<file path="src/rtl/fe_power_seq.sv">
// fe_power_seq
// Front-end power/reset sequencer. Turns the host reset_ctrl request into a
// safe ordered sequence on the board pins. Power rails come up first and are
// given a settle time. Resets are then released one at a time, with a gap
// after each release. Disables always apply on the next edge. Overcurrent
// faults and USB suspend force the affected rails off.
//
// Ports
//   clk               60 MHz ULPI clock
//   reset_n           asynchronous active-low reset
//   req[7:0]          requested reset_ctrl (1 = disabled / in reset)
//                     7 I2C gate, 6 CI pwr, 5 ant 5V, 4 spare,
//                     3 DTMB, 2 ATSC, 1 tuner, 0 DVB
//   suspend           USB suspend, forces everything off
//   tps_overcurrent_n antenna rail overcurrent, async, active low
//   ci_overcurrent_n  CI rail overcurrent, async, active low
//   fault_clr         one-cycle pulse, clears both fault flags
//   ctrl_o[7:0]       applied reset_ctrl, same encoding as req
//   busy              an enable is pending or a wait is running
//   fault_ci          sticky CI rail overcurrent flag
//   fault_tps         sticky antenna rail overcurrent flag
module fe_power_seq #(
    parameter int PWR_SETTLE_CYC = 600000,
    parameter int RST_GAP_CYC    = 6000,
    parameter int OC_FILT_CYC    = 60
) (
    input  logic       clk,
    input  logic       reset_n,
    input  logic [7:0] req,
    input  logic       suspend,
    input  logic       tps_overcurrent_n,
    input  logic       ci_overcurrent_n,
    input  logic       fault_clr,
    output logic [7:0] ctrl_o,
    output logic       busy,
    output logic       fault_ci,
    output logic       fault_tps
);

    localparam logic [23:0] PWR_LD  = 24'(PWR_SETTLE_CYC - 1);
    localparam logic [23:0] RST_LD  = 24'(RST_GAP_CYC - 1);
    localparam logic [23:0] OC_LAST = 24'(OC_FILT_CYC - 1);
    localparam logic [23:0] OC_MAX  = 24'(OC_FILT_CYC);

    typedef enum logic [1:0] {IDLE, PWR_WAIT, RST_WAIT} state_t;

    state_t      state;
    logic [23:0] cnt;
    logic        armed;
    logic [7:0]  tgt;
    logic [7:0]  pend;
    logic [7:0]  rel;

    // Overcurrent path. Index 0 is the antenna rail, index 1 is the CI rail.
    logic [1:0]       oc_s1;
    logic [1:0]       oc_s2;
    logic [1:0][23:0] filt;
    logic [1:0]       det;

    always_comb begin
        for (int i = 0; i < 2; i++)
            det[i] = !oc_s2[i] && (filt[i] == OC_LAST);
    end

    always_ff @(posedge clk or negedge reset_n) begin
        if (!reset_n) begin
            oc_s1     <= 2'b11;
            oc_s2     <= 2'b11;
            filt      <= '0;
            fault_tps <= 1'b0;
            fault_ci  <= 1'b0;
        end else begin
            oc_s1 <= {ci_overcurrent_n, tps_overcurrent_n};
            oc_s2 <= oc_s1;
            for (int i = 0; i < 2; i++) begin
                if (oc_s2[i])
                    filt[i] <= '0;
                else if (filt[i] != OC_MAX)
                    filt[i] <= filt[i] + 24'd1;  // saturate, no wrap
            end
            // A detection in the same cycle as a clear wins.
            fault_tps <= det[0] | (fault_tps & ~fault_clr);
            fault_ci  <= det[1] | (fault_ci & ~fault_clr);
        end
    end

    // Target and pending enables. Reset release order: 1, 0, 2, 3, 7, 4.
    always_comb begin
        tgt = suspend ? 8'hFF : req;
        if (fault_ci)  tgt[6] = 1'b1;
        if (fault_tps) tgt[5] = 1'b1;
        pend = ctrl_o & ~tgt;
        rel  = '0;
        if      (pend[1]) rel[1] = 1'b1;
        else if (pend[0]) rel[0] = 1'b1;
        else if (pend[2]) rel[2] = 1'b1;
        else if (pend[3]) rel[3] = 1'b1;
        else if (pend[7]) rel[7] = 1'b1;
        else if (pend[4]) rel[4] = 1'b1;
    end

    // Pending bits are zero in tgt, so OR-ing tgt in never re-sets a bit the
    // FSM is clearing in the same step.
    always_ff @(posedge clk or negedge reset_n) begin
        if (!reset_n) begin
            ctrl_o <= 8'hFF;
            state  <= IDLE;
            cnt    <= '0;
            armed  <= 1'b0;
        end else begin
            armed <= 1'b1;
            if (suspend) begin
                ctrl_o <= 8'hFF;
                state  <= IDLE;
                cnt    <= '0;
            end else begin
                case (state)
                    IDLE: begin
                        if (pend[6] | pend[5]) begin
                            ctrl_o <= (ctrl_o | tgt) & ~(pend & 8'h60);
                            cnt    <= PWR_LD;
                            state  <= PWR_WAIT;
                        end else if (pend != 8'h00) begin
                            ctrl_o <= (ctrl_o | tgt) & ~rel;
                            cnt    <= RST_LD;
                            state  <= RST_WAIT;
                        end else begin
                            ctrl_o <= ctrl_o | tgt;
                        end
                    end
                    default: begin
                        ctrl_o <= ctrl_o | tgt;
                        if (cnt == 24'd0)
                            state <= IDLE;
                        else
                            cnt <= cnt - 24'd1;
                    end
                endcase
            end
        end
    end

    // Held low from reset until the first edge so busy reads 0 in reset
    // even though a pending request is already visible.
    assign busy = armed & ((state != IDLE) | (pend != 8'h00));

endmodule

</file>
<file path="config.mk">
export PLATFORM = sky130hd
export DESIGN_NAME = fe_power_seq
export DESIGN_NICKNAME = d
export VERILOG_FILES = /design/src/rtl/fe_power_seq.sv
export SDC_FILE = /design/constraint.sdc
export NUM_CORES = 1
export LEC_CHECK = 0
export ABC_AREA = 1
export CAP_MARGIN = 15
export CORE_ASPECT_RATIO = 0.8
export CORE_MARGIN = 1
export CORE_UTILIZATION = 40
export CTS_BUF_LIST = sky130_fd_sc_hd__clkbuf_16
export CTS_CLUSTER_SIZE = 16
export DETAILED_ROUTE_END_ITERATION = 6
export SETUP_SLACK_MARGIN = 0.5
export SLEW_MARGIN = 30
export SYNTH_ARGS = -nofsm -noshare
export SYNTH_HDL_FRONTEND = slang
export SYNTH_SLANG_ARGS = --single-unit
</file>
<file path="constraint.sdc">
create_clock -name clk -period 1.7 [get_ports clk]
set_input_delay 0.17 -clock clk [delete_from_list [all_inputs] [get_ports clk]]
set_output_delay 0.17 -clock clk [all_outputs]
set_load 0.01 [all_outputs]
</file>
## After elaboration in Yosys (flattened, before gate mapping)

Cells that the tools add are included.

| operators by class | value |
|---|---|
| add/sub/neg operators | 3 |
| equality and inequality tests | 6 |
| muxes and demuxes | 37 |
| bitwise logic cells | 15 |
| reductions and logical operators | 13 |

Operators with widths:

| cell | count |
|---|---|
| $mux 24 | 9 |
| $add 24x1->24 const B | 2 |
| $eq 24x6->1 const B | 2 |
| $ne 24x6->1 const B | 2 |
| $mux 8 | 5 |
| $and 8x8->8 | 3 |
| $logic_not 24->1 | 1 |
| $sub 24x1->24 const B | 1 |
| $not 8->8 | 2 |
| $mux 1 | 15 |
| $mux 2 | 6 |
| $not 7->8 | 1 |
| $or 8x8->8 | 1 |
| $reduce_bool 8->1 | 1 |
| $mux 3 | 2 |
| $reduce_bool 2->1 | 3 |
| $ne 4x4->1 const B | 1 |
| $or 1x1->1 | 4 |
| $reduce_and 2->1 | 2 |
| $and 1x1->1 | 3 |
| $ne 3x2->1 const B | 1 |
| $reduce_bool 3->1 | 1 |
| $logic_and 1x1->1 | 2 |
| $logic_not 1->1 | 2 |
| 2 further kinds | 2 |

| word-level totals | value |
|---|---|
| bits in registers | 89 |
| input port bits | 14 |
| output and inout bits | 11 |
| word-level logic and storage cells | 84 |

## Logic depth before layout (Yosys ltp)

| logic depth | value |
|---|---|
| depth in word-level cells | 16 |
| gate-level depth with buffers | 10 |
| mapped depth without buffers | 10 |

## Worst setup path after synthesis

OpenSTA, ideal clock, no wires.

| timing path | value |
|---|---|
| kind | flip-flop to flip-flop |
| from | register filt[0] (netlist name) |
| to | register filt[22] (netlist name) |
| library setup time | 0.120 ns |
| arrival time | 1.421 ns |
| required time | 1.580 ns |
| setup slack | 0.159 ns |
| stages on the path, launching flop included | 11 |
| buffers on the path | 0 |
| period minus slack after synthesis | 1.541 ns |
| cell sequence | dfrtp_1 -> ha_1 -> inv_1 -> nor2_2 -> nand2_1 -> nor2_2 -> nand2_2 -> nor2_4 -> nand2_1 -> o21ai_0 -> nor2_1 |

| between the ends | value |
|---|---|
| word-level cells in the longest chain between the ends | 3 |
| elaborated cells between the ends (all ways) | 5 |
| classes of those cells | 1 x add/sub; 1 x eq/ne; 2 x mux; 1 x reduce/logical |

Ends and longest elaborated chain:

| item | RTL line | text |
|---|---|---|
| from (decl) | 57 | `logic [1:0][23:0] filt;` |
| from (signal, indexed assignment) | 79 | `filt[i] <= filt[i] + 24'd1;` |
| $add 24x1->24 | 79 |  |
| $mux 24 | 78 | `else if (filt[i] != OC_MAX)` |
| $mux 24 | 76 | `if (oc_s2[i])` |

Parallel ways exist; a longest one is shown, timed or not. The select of a mux whose other input is x is not followed.
A chain may end at the register's enable or synchronous reset.

## Worst setup path in the final report

| timing path | value |
|---|---|
| from | register ctrl_o[6] |
| to | register cnt[10] |

| between the ends | value |
|---|---|
| word-level cells in the longest chain between the ends | 5 |
| elaborated cells between the ends (all ways) | 8 |
| classes of those cells | 1 x eq/ne; 3 x mux; 2 x bitwise; 2 x reduce/logical |

Ends and longest elaborated chain:

| item | RTL line | text |
|---|---|---|
| from (decl) | 34 | `output logic [7:0] ctrl_o,` |
| from (signal assigned) | 120 | `ctrl_o <= (ctrl_o \| tgt) & ~(pend & 8'h60);` |
| from (signal assigned) | 124 | `ctrl_o <= (ctrl_o \| tgt) & ~rel;` |
| from (signal assigned) | 128 | `ctrl_o <= ctrl_o \| tgt;` |
| $and 8x8->8 * | 92 | `pend = ctrl_o & ~tgt;` |
| branches (longest 4 deep; another with $reduce_bool 8->1) | n/a |  |
| to (signal assigned) | 136 | `cnt <= cnt - 24'd1;` |
| to (decl) | 48 | `logic [23:0] cnt;` |

Mark *: on every way between the ends.

==> run_results.csv <==
group,metric,value,unit
run_status,status,"complete, no violations",
floorplanning,chipHeight,104,um
synth,synthMuxAreaShare,0,%
pwr,p_per_area,941,nW/um2
clock_tree,root_buffer,"clkbuf_16",
clock_tree,path_clk_slew,0.07,ns
sta,setup_viol,0,
critical_path,critPathCaptureType,"flop",
route,drtPass1Iterations,7,
synth,synthAdderAreaFrac,1.45,%
layout,final_nets,929,
placed_design,gp_congestion,0.880,
run,cap_violations,0,
critical_path,reg2reg_slack,0.03,ns
clock_tree,cts_num_sinks,89,
sta,rsz0062_at_grt,"true",
synth,yosysWarningCount,0,
floorplanning,ios,25,
global_route,first_global_vias,4998,
critical_path,startpoint,"ctrl_o[6]",
synth,syn-num-nets,756,
floorplanning,start_util,41.9,%
route,drc,0,
synth,yosys.area_share.simple,38.2,%
layout,diodes,0,
floorplanning,die_w,129,um
critical_path,worstSetupEndpoint,"cnt[10]",
global_route,grt_max_degree,46,
sta,finalCritPeriodShare,98.3,%
layout,layout_commonest_cell,"nand2_1",
placed_design,port_buffers,24,
placed_design,hpwl,9990,um
synth,synth-edff-count,0,
synth,syn_area,5190,um2
critical_path,r2r_start,"ctrl_o[6]",
clock_tree,clk_latency,0.35,ns
global_route,grt_pass1_wl,24500,um
pwr,p_leak,3.94,nW
route,drtIter0Drc,361,
synth,synthFlopType,"dfrtp_1",
placed_design,place_area,6180,um2
min_path,hp-class,"in2reg",
layout,nFillCells,968,
sta,holdWs,0.224,ns
route,post_drt_wl_per_cell,15.2,um
clock_tree,htree_levels,3,
critical_path,criticalPathCategory,"reg2reg",
sta,hold_viol_final,0,
critical_path,worst_r2r_endpoint,"cnt[10]",
layout,final_cell_mix,"155 x nand2_1, 95 x buf_4, 72 x nor2_1",
sta,fmax,598,MHz
synth,async_flop_share,100,%
synth,syn_inst,736,
sta,drv_slew,0,
floorplanning,rows,36,
route,vias_per_cell,5.15,
layout,drive_gt1_share,47.4,%
layout,area_growth,60.6,%
critical_path,r2r_cells,10,
synth,seq_area_frac_synth,43.2,%
clock_tree,cts_buffers,9,
layout,final_design_area_no_fill,8330,um2
synth,syn_area_per_cell,7.05,um2
global_route,track_usage,23.4,%
global_route,gr-total-overflow,0,
clock_tree,ctsLongestPathBuffers,2,
synth,synth_xor_area_share,0.844,%
synth,synth_top_family_by_area,"simple AND/OR/NAND/NOR gates",
pwr,ir_drop,0.000796,V
route,drt_wl_total,16500,um
critical_path,required,1.98,ns
floorplanning,die_area,13400,um2
critical_path,arrival,1.95,ns
synth,synth_compound_area_share,8.59,%
route,detail-route-antenna-nets,0,
synth,synth_seq_cells,89,
global_route,grt_antenna_before_repair,0,
sta,fin_skew,0.00825,ns
sta,timing.final.crit_period,1.67,ns
clock_tree,cts_tree,"built",
critical_path,worstSetupStartpointType,"flop",
route,vias,5584,
synth,ys_types,41,
critical_path,crit_fanout,7,
floorplanning,core,12400,um2
[layout make-up]
type,instances,area (um2),area share [%]
multi-input combinational,550,3550,42.6
sequential,89,2260,27.1
timing repair buffer,175,1670,20.1
inverter,83,352,4.22
clock buffer,9,225,2.70
tap,171,214,2.57
clock inverter,7,46.3,0.556
timing repair inverter,1,11.3,0.135
[where the power goes]
part	internal, mW	switching, mW	total [mW]
sequential	2.38	0.294	2.67
clock	0.989	0.878	1.87
combinational	1.44	1.85	3.30
[worst min-delay path by stage]
stage                           startpoint       end  slack (ns)  depth (start not counted)
after floorplan                    reset_n     armed       -0.13                          0
after global placement             reset_n  filt[47]        0.05                          1
after detailed placement           reset_n  filt[47]        0.06                          1
after CTS                 ci_overcurrent_n  oc_s1[1]        0.21                          1
after global routing      ci_overcurrent_n  oc_s1[1]        0.21                          1
final                     ci_overcurrent_n  oc_s1[1]        0.22                          1
[worst max-delay path, cell delays in order (launching register included)]
cell and delay [ns]:
dfstp_2 0.54, nand3_2 0.09, buf_4 0.15, nand2_1 0.05, nor2_1 0.06, nand3_4 0.08, nand2_4 0.08, buf_12 0.17
nor2_4 0.22, nand2_2 0.09, nand2_2 0.07
[sequential cells by signal (all words and copies together) (netlist names)]
| name | count |
|---|---|
| armed | 1 |
| cnt | 24 |
| ctrl_o | 8 |
| fault_ci | 1 |
| fault_tps | 1 |
| filt | 48 |
| oc_s1 | 2 |
| oc_s2 | 2 |
| state | 2 |
[per-stage QoR]
step	util [%]	total power, mW	setup TNS [ns]	setup slack, ns	std cells
floorplan	-	4.16	0	0.211	736
global placement	49.9	4.97	-8.50	-0.451	966
CTS	59.4	7.28	0	0.0580	1044
global route	67.2	8.29	-0.800	-0.0793	1085
finish	67.2	7.84	0	0.0290	1085
detailed placement	49.9	5.00	-10.65	-0.518	966
[cells in the mapped netlist (2+ instances only)]
library cell	number	area, um2
xor2_1	5	43.8
o21ai_0	34	170
a21o_1	3	22.5
nand3_2	3	30.0
a21oi_1	25	125
dfrtp_1	77	1930
nor2_2	8	50.1
buf_4	2	15.0
nand3b_1	3	22.5
o21a_1	3	22.5
clkbuf_1	6	22.5
a31oi_1	2	12.5
nand3_1	63	315
nor4_1	3	18.8
nor3_1	15	75.1
nor2_4	2	22.5
nor2_1	115	432
buf_1	2	7.51
nand4_1	27	169
o21ai_1	9	45.0
buf_6	3	33.8
or2_2	2	12.5
ha_1	6	75.1
inv_1	78	293
inv_2	4	15.0
nand2_1	210	788
dfstp_2	12	315
[per-layer routing]
layer / vias up / global-route usage [%] / wire (um)
met5: - / 0 / 0
met4: 0 / 7.14 / 349
met3: 25 / 5.42 / 846
met2: 155 / 34.4 / 7670
met1: 2665 / 33.9 / 7680
li1: 2739 / - / -
[kinds of logic (layout without fill, tap and decap cells)]
logic type	after synthesis	count (layout)
and+or+nand+nor	456	456
buffers and inverters	97	275
DFF	89	89
AOI/OAI and AO/OA	82	82
adders and majority gates	6	6
xor gates and xnor gates	5	5
other	1	1
[what timing repair did]
action | in CTS | in global routing
hold buffers | 1 | 0
endpoints found under the setup margin | 92 | 92
cloned | 2 | 1
gates resized for setup | 185 | 180
setup buffers | 59 | 40
pin swaps | 53 | 89
endpoints found under the hold margin | 15 | 0
Note: power is estimated with default switching activity, not from simulation.
